[src/rtl/merge_arb_pkg.sv]
// Shared types and helpers for the two-requester merge arbiter and the
// benches that drive the 4-phase merge element's select channel.
package merge_arb_pkg;

    // Handshake sequencing states of the arbiter.
    typedef enum logic [1:0] {
        IDLE,
        SEND,
        RTZ,
        GRANT
    } arb_state_t;

    // Select token carried on the merge S channel: 0 routes A, 1 routes B.
    typedef enum logic {
        SEL_A = 1'b0,
        SEL_B = 1'b1
    } sel_t;

    // Width of the burst counter; BURST is limited to 1..15.
    localparam int BURST_W = 4;

    // Number of asynchronous inputs that need synchronizing.
    localparam int N_SYNC = 3;

    // The requester that is not s.
    function automatic sel_t sel_other(input sel_t s);
        return (s == SEL_A) ? SEL_B : SEL_A;
    endfunction

    // Increment that saturates at limit.
    function automatic logic [BURST_W-1:0] burst_next(
        input logic [BURST_W-1:0] cnt,
        input logic [BURST_W-1:0] limit
    );
        return (cnt >= limit) ? limit : cnt + BURST_W'(1);
    endfunction

endpackage

[src/rtl/merge_arbiter_sync2.sv]
// Two-flop synchronizer for a single level signal crossing into clk.
module sync2 (
    input  logic clk,
    input  logic rst_n,
    input  logic i_d,
    output logic o_q
);

    logic r_meta;
    logic r_q;

    // Two back-to-back flops; only the second one is used downstream.
    always_ff @(posedge clk or negedge rst_n) begin
        if (!rst_n) begin
            r_meta <= 1'b0;
            r_q    <= 1'b0;
        end else begin
            r_meta <= i_d;
            r_q    <= r_meta;
        end
    end

    assign o_q = r_q;

endmodule

[src/rtl/merge_arbiter.sv]
// Round-robin arbiter with burst allowance that sequences a 2-input 4-phase
// merge: it picks the next owner, sends the select token on the S channel,
// then acknowledges the winning requester and counts its grant.
module merge_arbiter
    import merge_arb_pkg::*;
#(
    parameter int BURST = 1,
    parameter int CNT_W = 8
) (
    input  logic             clk,
    input  logic             rst_n,
    input  logic             req_a,
    output logic             ack_a,
    input  logic             req_b,
    output logic             ack_b,
    output logic             s_req,
    output logic             s_data,
    input  logic             s_ack,
    output logic [CNT_W-1:0] cnt_a,
    output logic [CNT_W-1:0] cnt_b
);

    localparam logic [BURST_W-1:0] BURST_C = BURST_W'(BURST);

    // Asynchronous inputs, bit order {s_ack, req_b, req_a}.
    logic [N_SYNC-1:0] w_async;
    logic [N_SYNC-1:0] w_sync;

    logic w_req_a_s;
    logic w_req_b_s;
    logic w_s_ack_s;
    logic w_any_req;
    logic w_req_own_s;
    logic w_burst_live;
    sel_t w_winner;

    arb_state_t        r_state;
    sel_t              r_owner;
    sel_t              r_last;
    logic [BURST_W-1:0] r_burst_cnt;
    logic              r_s_req;
    logic              r_s_data;
    logic              r_ack_a;
    logic              r_ack_b;
    logic [CNT_W-1:0]  r_cnt_a;
    logic [CNT_W-1:0]  r_cnt_b;

    assign w_async = {s_ack, req_b, req_a};

    genvar gi;
    generate
        for (gi = 0; gi < N_SYNC; gi++) begin : g_sync
            sync2 u_sync (
                .clk   (clk),
                .rst_n (rst_n),
                .i_d   (w_async[gi]),
                .o_q   (w_sync[gi])
            );
        end
    endgenerate

    assign w_req_a_s = w_sync[0];
    assign w_req_b_s = w_sync[1];
    assign w_s_ack_s = w_sync[2];

    assign w_any_req   = w_req_a_s | w_req_b_s;
    assign w_req_own_s = (r_owner == SEL_B) ? w_req_b_s : w_req_a_s;

    // The previous winner may keep the grant only if it actually holds a
    // running burst; a zero count (after reset) means nobody has won yet,
    // so the first tie goes to the requester opposite the reset value of
    // r_last, i.e. A.
    assign w_burst_live = (r_burst_cnt != '0) && (r_burst_cnt < BURST_C);

    // Winner selection among the synchronized requests.
    always_comb begin
        w_winner = SEL_A;
        if (w_req_a_s && !w_req_b_s) begin
            w_winner = SEL_A;
        end else if (!w_req_a_s && w_req_b_s) begin
            w_winner = SEL_B;
        end else if (w_burst_live) begin
            w_winner = r_last;
        end else begin
            w_winner = sel_other(r_last);
        end
    end

    // Handshake FSM with burst/last bookkeeping and grant counters.
    always_ff @(posedge clk or negedge rst_n) begin
        if (!rst_n) begin
            r_state     <= IDLE;
            r_owner     <= SEL_A;
            r_last      <= SEL_B;
            r_burst_cnt <= '0;
            r_s_req     <= 1'b0;
            r_s_data    <= 1'b0;
            r_ack_a     <= 1'b0;
            r_ack_b     <= 1'b0;
            r_cnt_a     <= '0;
            r_cnt_b     <= '0;
        end else begin
            case (r_state)
                IDLE: begin
                    if (w_any_req) begin
                        r_owner  <= w_winner;
                        r_s_data <= w_winner;
                        r_s_req  <= 1'b1;
                        r_state  <= SEND;
                        if (w_winner == r_last) begin
                            r_burst_cnt <= burst_next(r_burst_cnt, BURST_C);
                        end else begin
                            r_burst_cnt <= BURST_W'(1);
                            r_last      <= w_winner;
                        end
                    end
                end
                SEND: begin
                    if (w_s_ack_s) begin
                        r_s_req <= 1'b0;
                        r_state <= RTZ;
                    end
                end
                RTZ: begin
                    if (!w_s_ack_s) begin
                        r_ack_a <= (r_owner == SEL_A);
                        r_ack_b <= (r_owner == SEL_B);
                        r_state <= GRANT;
                    end
                end
                GRANT: begin
                    if (!w_req_own_s) begin
                        r_ack_a <= 1'b0;
                        r_ack_b <= 1'b0;
                        if (r_owner == SEL_A) begin
                            r_cnt_a <= r_cnt_a + CNT_W'(1);
                        end else begin
                            r_cnt_b <= r_cnt_b + CNT_W'(1);
                        end
                        r_state <= IDLE;
                    end
                end
                default: begin
                    r_state <= IDLE;
                end
            endcase
        end
    end

    assign ack_a  = r_ack_a;
    assign ack_b  = r_ack_b;
    assign s_req  = r_s_req;
    assign s_data = r_s_data;
    assign cnt_a  = r_cnt_a;
    assign cnt_b  = r_cnt_b;

endmodule

[config.mk]
export PLATFORM = sky130hd
export DESIGN_NAME = merge_arbiter
export DESIGN_NICKNAME = d
export VERILOG_FILES = /design/src/rtl/merge_arb_pkg.sv /design/src/rtl/merge_arbiter_sync2.sv /design/src/rtl/merge_arbiter.sv
export SDC_FILE = /design/constraint.sdc
export NUM_CORES = 1
export LEC_CHECK = 0
export ABC_AREA = 1
export BUFFER_PORTS_ARGS = -buffer_cell sky130_fd_sc_hd__buf_2
export CAP_MARGIN = 25
export CORE_ASPECT_RATIO = 1.1
export CORE_MARGIN = 1.5
export CORE_UTILIZATION = 30
export CTS_BUF_LIST = sky130_fd_sc_hd__clkbuf_4
export CTS_CLUSTER_SIZE = 25
export DETAILED_ROUTE_END_ITERATION = 8
export GPL_TIMING_DRIVEN = 0
export PLACE_DENSITY = 0.48
export SLEW_MARGIN = 20
export SYNTH_ARGS = -nofsm -noshare
export SYNTH_HDL_FRONTEND = slang
export SYNTH_SLANG_ARGS = --single-unit
[constraint.sdc]
create_clock -name clk -period 3.71 [get_ports clk]
set_input_delay 0.1855 -clock clk [delete_from_list [all_inputs] [get_ports clk]]
set_output_delay 0.1855 -clock clk [all_outputs]
set_load 0.01 [all_outputs]
Word level (Yosys, flattened, before mapping)
Index checks and enable logic that the tools add are counted.
{"block": "op_classes", "eq_ne": 8, "bitwise": 4, "reduce_logical": 16, "mux": 20, "addsub": 3, "n_lt_le_gt_ge": 2}
{"cell": "8-bit by 1-bit adder with 8-bit output, second input constant", "n": 2}
{"cell": "3-bit AND reduction", "n": 5}
{"cell": "1-bit two-way mux", "n": 10}
{"cell": "2-bit two-way mux", "n": 4}
{"cell": "4-bit two-way mux", "n": 2}
{"cell": "2-bit one-hot mux with 4 select lines", "n": 1}
{"cell": "2-bit != test, second input constant", "n": 3}
{"cell": "1-bit one-hot mux with 2 select lines", "n": 3}
{"cell": "4-bit by 1-bit adder with 4-bit output, second input constant", "n": 1}
{"cell": "2-bit == test, second input constant", "n": 2}
{"cell": "4-bit by 1-bit >= comparator with 1-bit output, second input constant", "n": 1}
{"cell": "4-bit by 1-bit < comparator with 1-bit output, second input constant", "n": 1}
{"cell": "4-bit AND reduction", "n": 1}
{"cell": "2-bit nonzero test", "n": 2}
{"cell": "4-bit nonzero test", "n": 1}
{"cell": "1-bit logical AND", "n": 3}
{"cell": "1-bit inverter", "n": 3}
{"cell": "2-bit by 1-bit == test with 1-bit output, second input constant", "n": 1}
{"cell": "1-bit zero test", "n": 2}
{"cell": "2-bit zero test", "n": 1}
{"cell": "2-bit by 1-bit != test with 1-bit output, second input constant", "n": 1}
{"cell": "2-bit AND reduction", "n": 1}
{"cell": "1-bit == test", "n": 1}
{"cell": "1-bit bitwise OR", "n": 1}
{"block": "word_totals", "inputBits": 5, "output_inout_bits": 20, "reg_bits": 33}

Longest topological paths before layout
{"block": "depth", "ltp_word": 8, "mapped_depth": 10}

Cells and area by module
A second synthesis with hierarchy kept.
{"block": "unflattened", "hier_cells": 147, "area_unflattened_um2": 1555.2}
{"mod": "merge_arbiter", "area_each_um2": 1405.1, "cells_each": 141, "instances": 1}
{"mod": "sync2", "area_each_um2": 50.0, "cells_each": 2, "instances": 3}

Least setup slack after synthesis
OpenSTA, ideal clock, no wires.
{"block": "synth_path", "path_type": "register to register", "start": "register r_state[0]", "end": "register r_burst_cnt[0]", "required_time_ps": 3593, "path_buffers": 0, "stages_incl_launch_ff": 10, "arrival_time_ps": 1282, "setup_time_ps": 117, "setup_slack_ps": 2312, "path_cell_list": "dfrtp_1 -> inv_1 -> ha_1 -> inv_1 -> nor2_4 -> inv_1 -> nor3_4 -> nand3_1 -> nand2_1 -> nand2_1"}
{"block": "synth_via", "elab_chain_cells": 2}
{"element": "start: declaration", "line": "merge_arbiter.sv:37", "source": "arb_state_t r_state;"}
{"element": "start signal: assignment", "line": "merge_arbiter.sv:92", "source": "r_state <= IDLE;"}
{"element": "start signal: assignment", "line": "merge_arbiter.sv:109", "source": "r_state <= SEND;"}
{"element": "start signal: assignment", "line": "merge_arbiter.sv:121", "source": "r_state <= RTZ;"}
{"element": "2-bit zero test", "line": "merge_arbiter.sv:103", "source": "case (r_state)"}
{"element": "2-bit AND reduction (no source line)"}
{"element": "end signal: assignment", "line": "merge_arbiter.sv:111", "source": "r_burst_cnt <= burst_next(r_burst_cnt, BURST_C);"}
{"element": "end: declaration", "line": "merge_arbiter.sv:40", "source": "logic [BURST_W-1:0] r_burst_cnt;"}
Every way passes these cells.
A chain may end at the register's enable or synchronous reset.

Final worst setup path
Ends and elaborated chain as after synthesis.

==> impl_metrics.ini <==
[global_routing]
grt_overflow = 0
antenna_found_initial = 0
grt_pass1_vias = 1102
grt_pass1_wl_mm = 4.87
track_usage = 0.111
grt_max_degree = 34

[logic_synthesis]
ys_types = 23
syn_area_sq_um = 1530
synth_area_per_cell_sq_um = 10.5
yosysWarningCount = 0
synth.net_count = 161
ys_seq_area_frac = 0.539
synth-seq-cells = 33
synthesis.instances = 146

[route]
vias = 1080
wl_per_cell_um = 11.4
vias_per_cell = 4.50
wl_mm = 2.73
drt_iter0_drc = 37
drtPass1Iterations = 4
ant_nets = 0
drcViolationCount = 0

[layout]
fin_nets = 196
insertedDiodeCount = 0
final_area_sq_um = 1820
drive_gt1_frac = 0.247
fin_cells = 240
area.growth.synth_to_final_pct = 18.8
fillCellCount = 504

[pwr]
intPower_mw = 0.730
clockPowerShare = 0.169
switchingPower_mw = 0.468
seqPwrFrac = 0.447
switching_share = 0.391
max-vdd-ir-drop_v = 0.000254
p_total_mw = 1.20
powerDensity_nw_per_um2 = 657
p_comb_frac = 0.384
leakagePower_nw = 0.934

[critical_path]
crit_arrival_ns = 1.83
worst_r2r_path_depth = 9
reg2reg_setup_slack_ns = 2.10
path_cells = inv_1, ha_1, inv_1, nor2_4, inv_1, nor3_4, nand3_1, nand2_1, nand2_1
worstPathMaxFanout = 6
required_ns = 3.93
worstReg2RegStart = r_state[0]
crit_type = reg -> reg
endpoint_kind = register
cpLargestDelayFamily = simple AND/OR/NAND/NOR gates
critPathBufInv = 3
crit_path_max_incr_delay_ns = 0.41
r2r_end = r_burst_cnt[0]
cpMostUsedCell = inv_1
cp-startpoint = r_state[0]
cp-start-kind = register
crit_path_top_delay_cell = dfrtp_1

[cts]
cts_tree = yes
clkTransAtPathRegs_ns = 0.10
clk_latency_ns = 0.33
numCtsBuffers = 5
post_cts_buffers = 0
clockBufferDepth = 2
clockRootBuffer = clkbuf_4
cts.sinks = 33
cts.htree.levels = 2

[placement]
hpwlAfterDp_mm = 2.06
portBuffers = 24
dpl-instance-area_sq_um = 1730
gp_congestion = 0.784
dp.cells = 228

[hold_path]
hold_start = g_sync[0].u_sync.r_meta
min_path_cells = 0
hold_path_end = g_sync[0].u_sync.o_q
min_path_type = reg -> reg

[floorplanning]
die_x_um = 71.2
die_area_sq_um = 5550
core-area_sq_um = 4970
boundaryPins = 25
rows = 27
start_util = 0.309
die_h_um = 78.0

[sta]
tightest_slew_ns = 0.727
setup_violations = 0
skew_ns = 0.0141
fin_crit_sh = 0.435
rsz0062_at_grt = no
min_period_ns = 1.61
hold_violations = 0
finalSetupTns_ns = 0
maxSlewHeadroom = 0.516
fmax_mhz = 620
slew_viol_final = 0

[outcome]
status = completed

[run]
drv_cap = 0
[state kept, by name, indices dropped and copies added, names as in the netlist]
register / cells
s_data: 1
r_burst_cnt: 4
s_req: 1
cnt_a: 8
r_last: 1
cnt_b: 8
g_sync.u_sync.o_q: 3
r_state: 2
ack_b: 1
ack_a: 1
g_sync.u_sync.r_meta: 3
[synth_stat cells (all sizes together)]
master	count	share of area
ha	10	0.082
a22oi	1	0.0049
nor3	2	0.014
nand4	4	0.016
nand3	13	0.049
dfstp	1	0.017
xnor2	10	0.057
o21ai	7	0.023
inv	16	0.039
xor2	4	0.023
o211ai	2	0.0098
a21oi	2	0.0065
nor3b	1	0.012
dfrtp	32	0.52
nor2	15	0.048
nand2	24	0.062
mux2	2	0.015
[stage by stage]
step,hold slack (ns),worst slack [ns],util
finish,0.364,2.10,0.367
detailed placement,0.290,2.10,0.348
floorplan,-0.110,2.31,-
CTS,0.368,2.08,0.367
global route,0.376,1.95,0.367
global placement,0.285,2.16,0.348
[routing by layer]
| metal | routed length, um | vias up | GRT usage |
|---|---|---|---|
| met5 | 0 | - | 0 |
| met2 | 1400 | 14 | 0.192 |
| met1 | 1200 | 522 | 0.127 |
| met3 | 87 | 4 | 0.0299 |
| li1 | - | 540 | - |
| met4 | 46 | 0 | 0.0453 |
[layout by cell type, fill, tap and decap left out]
cell	netlist	final
xor2_1	4	4
o211ai_1	2	2
mux2_2	2	2
clkbuf_4	0	7
dfstp_2	1	1
xnor2_1	10	10
nor3b_4	1	1
nor2_4	1	1
inv_1	16	16
nor3_1	1	1
nor2_1	10	10
dlygate4sd3_1	0	4
nor3_4	1	1
o21ai_1	1	1
ha_1	10	10
nand3_2	2	2
nor2_2	4	4
nand2_2	2	2
dfrtp_1	32	32
a22oi_1	1	1
buf_2	0	24
a21oi_1	2	2
clkinv_1	0	1
o21ai_0	6	6
nand4_1	4	4
nand3_1	11	11
nand2_1	22	22
[logic make-up (layout without fill, tap and decap cells)]
group,after synthesis,in the layout,share of synthesized area
AND/OR/NAND/NOR,59,59,0.201
multiplexers,2,2,0.0147
AO/OA/AOI/OAI,12,12,0.0440
flip-flops,33,33,0.539
adder cells (fa/ha/maj),10,10,0.0816
XOR/XNOR,14,14,0.0799
buffers and inverters,16,52,0.0392
[power groups by stage]
stage          Sequential [mW]  Clock, mW  Combinational [mW]
2_1_floorplan            0.561          0               0.298
3_3_place_gp             0.543          0               0.451
3_5_place_dp             0.546          0               0.465
4_1_cts                  0.538      0.214               0.471
5_1_grt                  0.553      0.229               0.530
6_report                 0.536      0.203               0.460
[repair_timing]
item                      in CTS  in global routing
hold endpoints to repair      35                  0
gates resized for setup        0                  0
hold buffers                   4                  0
[worst max-delay path by stage]
stage / end / cells past startpoint
global placement: r_burst_cnt[0] / 9
floorplan: r_burst_cnt[0] / 9
CTS: r_burst_cnt[0] / 9
finish: r_burst_cnt[0] / 9
detailed placement: r_burst_cnt[0] / 9
global route: r_burst_cnt[0] / 9
[cell type report]
type	count	area (sq um)	area share
Timing Repair Buffer	28	160	0.0879
Clock inverter	1	3.75	0.00206
Sequential cell	33	827	0.454
Inverter	16	60.1	0.0329
Clock buffer	7	52.6	0.0288
Multi-Input combinational cell	97	647	0.355
Tap cell	58	72.6	0.0398
Note: power is estimated with default switching activity, not from simulation.
